$ cat src/rtl/accel_output_collector.sv
// ============================================================================
// Module      : accel_output_collector
// Description : Captures one accelerator frame's output beat stream into a
//               first-word-fall-through FIFO and re-emits it on a valid/ready
//               master port. Tracks beat count, 16-bit checksum, overflow and
//               count-mismatch flags, and pulses frame_done_o once drained.
//               Optional feature macro: ACCEL_COLLECTOR_ARGMAX_EN adds
//               max_val_o / max_idx_o (unsigned running maximum and index).
// Revision    : 1.0 - initial release
// ============================================================================
`default_nettype none

module accel_output_collector #(
    parameter int DATA_W = 8,
    parameter int DEPTH  = 16,
    parameter int CNT_W  = 16
) (
    input  logic              clk,
    input  logic              rst,
    input  logic              frame_start_i,
    input  logic [CNT_W-1:0]  expected_count_i,
    input  logic [DATA_W-1:0] acc_data_i,
    input  logic              acc_valid_i,
    input  logic              acc_done_i,
    output logic [DATA_W-1:0] m_data_o,
    output logic              m_valid_o,
    input  logic              m_ready_i,
    output logic              busy_o,
    output logic              frame_done_o,
    output logic [CNT_W-1:0]  beat_count_o,
    output logic [15:0]       checksum_o,
    output logic              overflow_o,
`ifdef ACCEL_COLLECTOR_ARGMAX_EN
    output logic [DATA_W-1:0] max_val_o,
    output logic [CNT_W-1:0]  max_idx_o,
`endif
    output logic              count_mismatch_o
);

    localparam int AW    = $clog2(DEPTH);
    localparam int PTR_W = AW + 1;

    typedef enum logic [1:0] {
        S_IDLE    = 2'd0,
        S_COLLECT = 2'd1,
        S_DRAIN   = 2'd2,
        S_DONE    = 2'd3
    } state_t;

    state_t             state_q, state_d;
    logic [PTR_W-1:0]   wr_ptr_q, wr_ptr_d;
    logic [PTR_W-1:0]   rd_ptr_q, rd_ptr_d;
    logic [DATA_W-1:0]  mem_q [DEPTH];
    logic [CNT_W-1:0]   count_q, count_d;
    logic [CNT_W-1:0]   exp_q, exp_d;
    logic [15:0]        csum_q, csum_d;
    logic               ovf_q, ovf_d;
    logic               mism_q, mism_d;
`ifdef ACCEL_COLLECTOR_ARGMAX_EN
    logic [DATA_W-1:0]  max_val_q, max_val_d;
    logic [CNT_W-1:0]   max_idx_q, max_idx_d;
`endif

    logic               w_empty;
    logic               w_full;
    logic [PTR_W-1:0]   w_occ;
    logic               w_pop;
    logic               w_push_req;
    logic               w_push;
    logic [CNT_W-1:0]   w_count_inc;
    logic [CNT_W-1:0]   w_count_after;

    // FIFO status derived purely from the wrap-bit pointers
    always_comb begin
        w_empty = (wr_ptr_q == rd_ptr_q);
        w_full  = (wr_ptr_q[AW] != rd_ptr_q[AW]) &&
                  (wr_ptr_q[AW-1:0] == rd_ptr_q[AW-1:0]);
        w_occ   = wr_ptr_q - rd_ptr_q;
        // Pops are legal in every state; pushes only while collecting.
        w_pop       = !w_empty && m_ready_i;
        w_push_req  = (state_q == S_COLLECT) && acc_valid_i;
        // A full FIFO still accepts a push when the head leaves in the same cycle.
        w_push      = w_push_req && (!w_full || w_pop);
        w_count_inc = (count_q == {CNT_W{1'b1}}) ? count_q : count_q + 1'b1;
        w_count_after = w_push ? w_count_inc : count_q;
    end

    // Next-state, pointer and frame-statistics logic
    always_comb begin
        state_d  = state_q;
        wr_ptr_d = wr_ptr_q;
        rd_ptr_d = rd_ptr_q;
        count_d  = count_q;
        exp_d    = exp_q;
        csum_d   = csum_q;
        ovf_d    = ovf_q;
        mism_d   = mism_q;
`ifdef ACCEL_COLLECTOR_ARGMAX_EN
        max_val_d = max_val_q;
        max_idx_d = max_idx_q;
`endif

        if (w_pop) begin
            rd_ptr_d = rd_ptr_q + 1'b1;
        end

        if (w_push) begin
            wr_ptr_d = wr_ptr_q + 1'b1;
            count_d  = w_count_inc;
            csum_d   = csum_q + 16'(acc_data_i);
`ifdef ACCEL_COLLECTOR_ARGMAX_EN
            // Strictly greater keeps the earliest index on ties.
            if (acc_data_i > max_val_q) begin
                max_val_d = acc_data_i;
                max_idx_d = count_q;
            end
`endif
        end else if (w_push_req) begin
            ovf_d = 1'b1;
        end

        case (state_q)
            S_IDLE: begin
                if (frame_start_i) begin
                    state_d = S_COLLECT;
                    count_d = '0;
                    csum_d  = '0;
                    ovf_d   = 1'b0;
                    mism_d  = 1'b0;
                    exp_d   = expected_count_i;
`ifdef ACCEL_COLLECTOR_ARGMAX_EN
                    max_val_d = '0;
                    max_idx_d = '0;
`endif
                end
            end
            S_COLLECT: begin
                if (acc_done_i) begin
                    state_d = S_DRAIN;
                    // Includes a beat accepted in the same cycle as acc_done.
                    if (w_count_after != exp_q) begin
                        mism_d = 1'b1;
                    end
                end
            end
            S_DRAIN: begin
                // Leave as soon as the FIFO is empty after this edge.
                if (w_empty || ((w_occ == PTR_W'(1)) && w_pop)) begin
                    state_d = S_DONE;
                end
            end
            S_DONE: begin
                state_d = S_IDLE;
            end
            default: begin
                state_d = S_IDLE;
            end
        endcase
    end

    // State, pointer and statistics registers with asynchronous clear
    always_ff @(posedge clk or posedge rst) begin
        if (rst) begin
            state_q  <= S_IDLE;
            wr_ptr_q <= '0;
            rd_ptr_q <= '0;
            count_q  <= '0;
            exp_q    <= '0;
            csum_q   <= '0;
            ovf_q    <= 1'b0;
            mism_q   <= 1'b0;
`ifdef ACCEL_COLLECTOR_ARGMAX_EN
            max_val_q <= '0;
            max_idx_q <= '0;
`endif
        end else begin
            state_q  <= state_d;
            wr_ptr_q <= wr_ptr_d;
            rd_ptr_q <= rd_ptr_d;
            count_q  <= count_d;
            exp_q    <= exp_d;
            csum_q   <= csum_d;
            ovf_q    <= ovf_d;
            mism_q   <= mism_d;
`ifdef ACCEL_COLLECTOR_ARGMAX_EN
            max_val_q <= max_val_d;
            max_idx_q <= max_idx_d;
`endif
        end
    end

    // FIFO storage; contents are don't-care while the pointers say empty
    always_ff @(posedge clk) begin
        if (w_push) begin
            mem_q[wr_ptr_q[AW-1:0]] <= acc_data_i;
        end
    end

    assign m_data_o         = mem_q[rd_ptr_q[AW-1:0]];
    assign m_valid_o        = !w_empty;
    assign busy_o           = (state_q != S_IDLE);
    assign frame_done_o     = (state_q == S_DONE);
    assign beat_count_o     = count_q;
    assign checksum_o       = csum_q;
    assign overflow_o       = ovf_q;
    assign count_mismatch_o = mism_q;
`ifdef ACCEL_COLLECTOR_ARGMAX_EN
    assign max_val_o        = max_val_q;
    assign max_idx_o        = max_idx_q;
`endif

endmodule

`default_nettype wire

$ cat config.mk
export PLATFORM = sky130hd
export DESIGN_NAME = accel_output_collector
export DESIGN_NICKNAME = d
export VERILOG_FILES = /design/src/rtl/accel_output_collector.sv
export SDC_FILE = /design/constraint.sdc
export NUM_CORES = 1
export LEC_CHECK = 0
export BUFFER_PORTS_ARGS = -buffer_cell sky130_fd_sc_hd__buf_2
export CORE_MARGIN = 5
export CORE_UTILIZATION = 40
export CTS_BUF_LIST = sky130_fd_sc_hd__clkbuf_4 sky130_fd_sc_hd__clkbuf_8 sky130_fd_sc_hd__clkbuf_16
export DETAILED_ROUTE_END_ITERATION = 16
export HOLD_SLACK_MARGIN = 0.02
export PLACE_DENSITY = 0.59
export SLEW_MARGIN = 0
export SYNTH_ARGS = -nofsm -noshare
export SYNTH_HDL_FRONTEND = slang
export SYNTH_SLANG_ARGS = --single-unit
$ cat constraint.sdc
create_clock -name clk -period 8.1 [get_ports clk]
set_clock_uncertainty 0.2 [all_clocks]
set_input_delay 1.62 -clock clk [delete_from_list [all_inputs] [get_ports clk]]
set_output_delay 1.62 -clock clk [all_outputs]
set_load 0.03 [all_outputs]
==> qor.yml, run 1 <==
final_layout:
  finalInstanceArea_um2: 9941
  area_growth_pct: 14.99
  n_antenna_cell: 0
  fin_util: 0.4699
  final_net_count: 739
  drive_gt1_frac: 0.2436
  stdcell_count: 973
setup_path:
  r2r_slack_ns: 4.10
  crit_path_max_incr_delay_ns: 0.62
  crit_end: "m_data_o[6]"
  worstPathCellList: "buf_4 > mux4_2 > mux4_2 > buf_2"
  reg2reg_to: "count_mismatch_o$_DFFE_PP0P_"
  path_buf_inv: 2
  crit_family: "multiplexers"
  criticalPathCategory: "reg2out"
  critPathLaunch: "rd_ptr_q[0]$_DFFE_PP0P_"
  start_kind: "flip-flop"
  crit_top_cell: "mux4_2"
  reg2reg_from: "rd_ptr_q[0]$_DFFE_PP0P_"
  cp_max_fo: 36
  cp_data_arrival_time_ns: 2.68
  end_kind: "output port"
  r2r_cells: 9
  slowest_stage: "mux4_2"
  cp.depth: 4
  cp.required_ns: 6.28
yosys:
  syn_nets: 666
  ys_ff_latch: 190
  synth-edff-count: 128
  yosysSeqAreaShare: 0.6241
  async_flop_share: 0.3263
  synth.most_common_cell: "edfxtp_1"
  synthesis.instances: 612
  synthTopCellsByArea: "edfxtp_1 44%, dfrtp_1 18%, mux4_2 10%"
  ys_top_cells_by_count: "128 x edfxtp_1, 81 x nand2_1, 62 x dfrtp_1"
  syn_area_per_cell_um2: 14.13
  synth_area_um2: 8645
  synth_top_area_share: 0.4446
  yosysUniqueCellTypes: 59
  yosys.area.top_type: "edfxtp_1"
  ys.flop_type: "edfxtp_1"
  yosys_warnings: 0
run_status:
  status: "complete, no violations"
job:
  max_cap_violations: 0
timing:
  finalSetupTns_ns: 0
  max_slew_margin: 0.06838
  setup_viol: 0
  worst-slew-pin-transition_ns: 1.362
  rsz0062_at_grt: "false"
  hold_viol: 0
  layout_min_cycle_time_ns: 4.498
  finalCritPeriodShare: 0.5553
  fmax_ghz: 0.2223
  slew_viol_final: 0
cts:
  cts.clk_slew.worst_paths_ns: 0.07
  cts_buffers: 17
  clk_path_buf_depth: 2
  postCtsHoldBufs: 0
  cts_setup_buffers: 0
  htree_levels: 4
  cts.sinks: 190
  insertion_delay_ns: 0.43
  cts.repair.resized: 0
  cts_tree: "done"
  root_buffer: "clkbuf_16"
route:
  avgRoutedWirePerCell_um: 19.77
  ant_nets: 0
  via_per_inst: 5.419
  vias: 5273
  drc: 0
  first_pass_iters: 6
  drt_wl_total_mm: 19.24
  drtIter0Drc: 461
placed_design:
  dp_cells: 941
  place_congestion: 0.8613
  numPortBuffers: 74
  dpl.hpwl_mm: 12.89
  placed_area_um2: 9311
die:
  die_area_um2: 24650
  rows: 53
  io_pins: 75
  die_w_um: 157.0
  coreArea_um2: 21150
  dieHeight_um: 157.0
  start_util: 0.4086
global_routing:
  grt_pass1_wl_mm: 30.43
  grt_antenna_before_repair: 0
  grt_pass1_vias: 5449
  grt_max_degree: 63
  grt_overflow: 0
  grt.total_usage: 0.1614
pwr:
  total_power_mw: 3.340
  power_density_nw_per_um2: 336.0
  peakVddDrop_mv: 0.1501
  p_leak_nw: 3.864
worst_hold_path:
  hp-class: "reg2reg"
  min_path_cells: 2
[cell families (layout without fill, tap and decap cells)]
family	count (synthesis)	in the layout	share of synthesized area
multiplexers	46	46	0.1112
flip-flops	190	190	0.6241
AND/OR/NAND/NOR	197	197	0.1122
buffers and inverters	43	129	0.01983
XOR/XNOR	43	43	0.04530
adder cells (fa/ha/maj)	24	24	0.03647
AO/OA/AOI/OAI	69	69	0.05095
[power by group]
part	total (mW)	internal (mW)	switching, mW	leakage, nW
clock	0.874	0.454	0.420	0.304
combinational	1.18	0.490	0.692	1.60
sequential	1.28	1.15	0.132	1.96
total	3.34	2.10	1.24	3.86
[per-layer routing]
layer / part of all wire / routed length, µm / global-route usage
met5: 0 / 0 / 0
met4: 0.012 / 237 / 0.04421
met3: 0.065 / 1245 / 0.04289
met2: 0.48 / 9228 / 0.2551
met1: 0.44 / 8527 / 0.2226
[sequential cells by signal (all words and copies together) (netlist names)]
signal,flops
state_q,2
checksum_o,16
mem_q,128
exp_q,16
count_mismatch_o,1
wr_ptr_q,5
overflow_o,1
beat_count_o,16
rd_ptr_q,5
[through the flow]
stage | hold WS, ns | setup slack (ns)
6_report | 0.3099 | 3.602
5_1_grt | 0.3311 | 3.447
3_5_place_dp | 0.2911 | 3.209
3_3_place_gp | 0.2831 | 3.595
4_1_cts | 0.3092 | 3.528
2_1_floorplan | 0.2655 | 3.927
[worst min-delay path, stage by stage (launching register included)]
cell and delay [ns]:
dfrtp_1 0.36, nand2_1 0.06, nand2_1 0.06
[worst min-delay path by stage]
stage / slack, ns / startpoint / to
global placement: 0.28 / exp_q[4]$_DFFE_PP0P_ / exp_q[4]$_DFFE_PP0P_
CTS: 0.31 / exp_q[1]$_DFFE_PP0P_ / exp_q[1]$_DFFE_PP0P_
floorplan: 0.27 / exp_q[12]$_DFFE_PP0P_ / exp_q[12]$_DFFE_PP0P_
finish: 0.31 / exp_q[1]$_DFFE_PP0P_ / exp_q[1]$_DFFE_PP0P_
detailed placement: 0.29 / exp_q[1]$_DFFE_PP0P_ / exp_q[1]$_DFFE_PP0P_
global route: 0.33 / overflow_o$_DFF_PP0_ / overflow_o$_DFF_PP0_
[layout by cell type, fill, tap and decap left out, types with 10 or more instances in the layout]
cell type	instances
a21oi_1	25
buf_2	74
clkbuf_16	17
dfrtp_1	61
edfxtp_1	128
ha_1	22
inv_1	17
mux4_2	40
nand2_1	81
nand3_1	10
nand4_1	10
nor2_1	41
o21ai_0	11
xnor2_1	27
xor2_1	14
[area by class of cell]
type	count	area, µm²
fill	1822	11210
multi-input combinational	379	3099
inverter	19	71.32
clock inverter	15	203.9
tap	275	344.1
timing repair buffer	78	400.4
sequential	190	5396
clock buffer	17	425.4
No activity file was read; power rests on OpenSTA's default activity.
==> run 2, diff against run 1 <==
PLACE_DENSITY = 0.61   (was 0.59)
clock period = 4 ns   (was 8.1 ns; I/O delays follow)
==> qor.yml, run 2 (synthesis results as in run 1) <==
die:
  dieHeight_um: 157.0
  start_util: 0.4086
  die_w_um: 157.0
  coreArea_um2: 21150
  io_pins: 75
  rows: 53
  die_area_um2: 24650
setup_path:
  r2r_slack_ns: 0.47
  reg2reg_to: "count_mismatch_o$_DFFE_PP0P_"
  cp_data_arrival_time_ns: 2.55
  slowest_stage: "mux4_2"
  start_kind: "flip-flop"
  criticalPathCategory: "reg2out"
  crit_path_max_incr_delay_ns: 0.60
  end_kind: "output port"
  worstPathCellList: "buf_4 > mux4_2 > mux4_2 > buf_2"
  reg2reg_from: "rd_ptr_q[2]$_DFFE_PP0P_"
  r2r_cells: 11
  cp.required_ns: 3.00
  crit_family: "multiplexers"
  cp_max_fo: 24
  crit_top_cell: "mux4_2"
  path_buf_inv: 2
route:
  ant_nets: 0
  drtIter0Drc: 454
  drt_wl_total_mm: 19.71
  vias: 5373
  drc: 0
  avgRoutedWirePerCell_um: 19.85
  via_per_inst: 5.411
  first_pass_iters: 5
final_layout:
  fillers: 1869
  multi_input_area_um2: 3078
  layout_common_cells: "128 x edfxtp_1, 81 x nand2_1, 74 x buf_2"
  area_growth_pct: 16.27
  largest_reg_flops: 128
  final_net_count: 759
  final_common_cell: "edfxtp_1"
  n_antenna_cell: 0
  drive_gt1_frac: 0.2563
  seq_area_um2: 5396
timing:
  fmax_ghz: 0.2820
  layout_min_cycle_time_ns: 3.546
  worst-slew-pin-transition_ns: 1.024
  rsz0062_at_grt: "false"
  slew_viol_final: 0
  max_slew_margin: 0.3167
  setup_ws_ns: 0.4542
  hold_viol: 0
  finalSetupTns_ns: 0
  finalCritPeriodShare: 0.8864
  setup_viol: 0
cts:
  cts_setup_buffers: 0
  cts.sinks: 190
  cts_buffers: 17
  insertion_delay_ns: 0.43
  cts_tree: "done"
  postCtsHoldBufs: 0
  htree_levels: 4
  root_buffer: "clkbuf_16"
  cts.repair.resized: 0
  clk_path_buf_depth: 2
  cts.clk_slew.worst_paths_ns: 0.08
pwr:
  total_power_mw: 6.788
  peakVddDrop_mv: 0.3226
  power_density_nw_per_um2: 675.4
  p_leak_nw: 3.955
worst_hold_path:
  hp-start: "exp_q[5]$_DFFE_PP0P_"
  min_path_cells: 2
  hp-class: "reg2reg"
  hold-path-endpoint: "exp_q[5]$_DFFE_PP0P_"
placed_design:
  place_congestion: 0.9113
  dpl.hpwl_mm: 13.82
  numPortBuffers: 74
  dpl_worst_slack_ns: 0.4635
global_routing:
  grt_max_degree: 48
  grt_overflow: 0
  grt_pass1_vias: 5573
  grt_antenna_before_repair: 0
  grt.total_usage: 0.1660
  grt_pass1_wl_mm: 31.47
job:
  max_cap_violations: 0
run_status:
  status: "complete, no violations"
[run 2: cell types whose count changed in the layout (fill, tap and decap cells not counted)]
cell,change
clkinv_4,+2
buf_4,+20
nor3_1,+4
clkinv_1,+1
inv_6,+2
and2_1,+1
clkinv_8,-1
inv_8,-3
nor3_2,-4
and2_2,-1
clkinvlp_4,-1
[run 2: final cells by class]
cell class,count,share of cell area
clock buffers,17,0.04233
multi-input cells,379,0.3062
clock inverters,15,0.01842
flip-flops and latches,190,0.5369
well taps,275,0.03423
repair buffers,98,0.05477
inverters,19,0.007096
[run 2: worst min-delay path, cell delays in order (launching register included)]
cell	delay (ns)
dfrtp_1	0.36
nand2_1	0.06
nand2_1	0.06
[run 2: routing by layer]
layer,GRT usage,share of wire
met1,0.2355,0.46
met2,0.2641,0.49
met3,0.03574,0.048
met4,0.03967,0.0076
met5,0,0
[run 2: worst max-delay path by stage]
| stage | from | endpoint | slack [ns] | cells past startpoint |
|---|---|---|---|---|
| finish | rd_ptr_q[0]$_DFFE_PP0P_ | m_data_o[0] | 0.45 | 4 |
| CTS | rd_ptr_q[0]$_DFFE_PP0P_ | m_data_o[2] | 0.42 | 4 |
| detailed placement | acc_data_i[0] | checksum_o[10]$_DFF_PP0_ | 0.46 | 11 |
| floorplan | rd_ptr_q[1]$_DFFE_PP0P_ | count_mismatch_o$_DFFE_PP0P_ | 0.48 | 13 |
| global placement | acc_data_i[0] | checksum_o[12]$_DFF_PP0_ | 0.61 | 11 |
| global route | rd_ptr_q[2]$_DFFE_PP0P_ | checksum_o[15]$_DFF_PP0_ | 0.26 | 11 |
[run 2: power by group]
part | internal, mW | switching (mW)
logic | 1.03 | 1.43
registers | 2.33 | 0.261
clock network | 0.906 | 0.827
total | 4.27 | 2.52
[run 2: metrics by stage]
step	area (µm²)	hold slack (ns)	util	instances
2_1_floorplan	8645	0.2655	-	612
3_3_place_gp	9440	0.2885	0.4463	961
3_5_place_dp	9440	0.2902	0.4463	961
4_1_cts	10050	0.3091	0.4751	993
5_1_grt	10050	0.3274	0.4751	993
6_report	10050	0.3043	0.4751	993
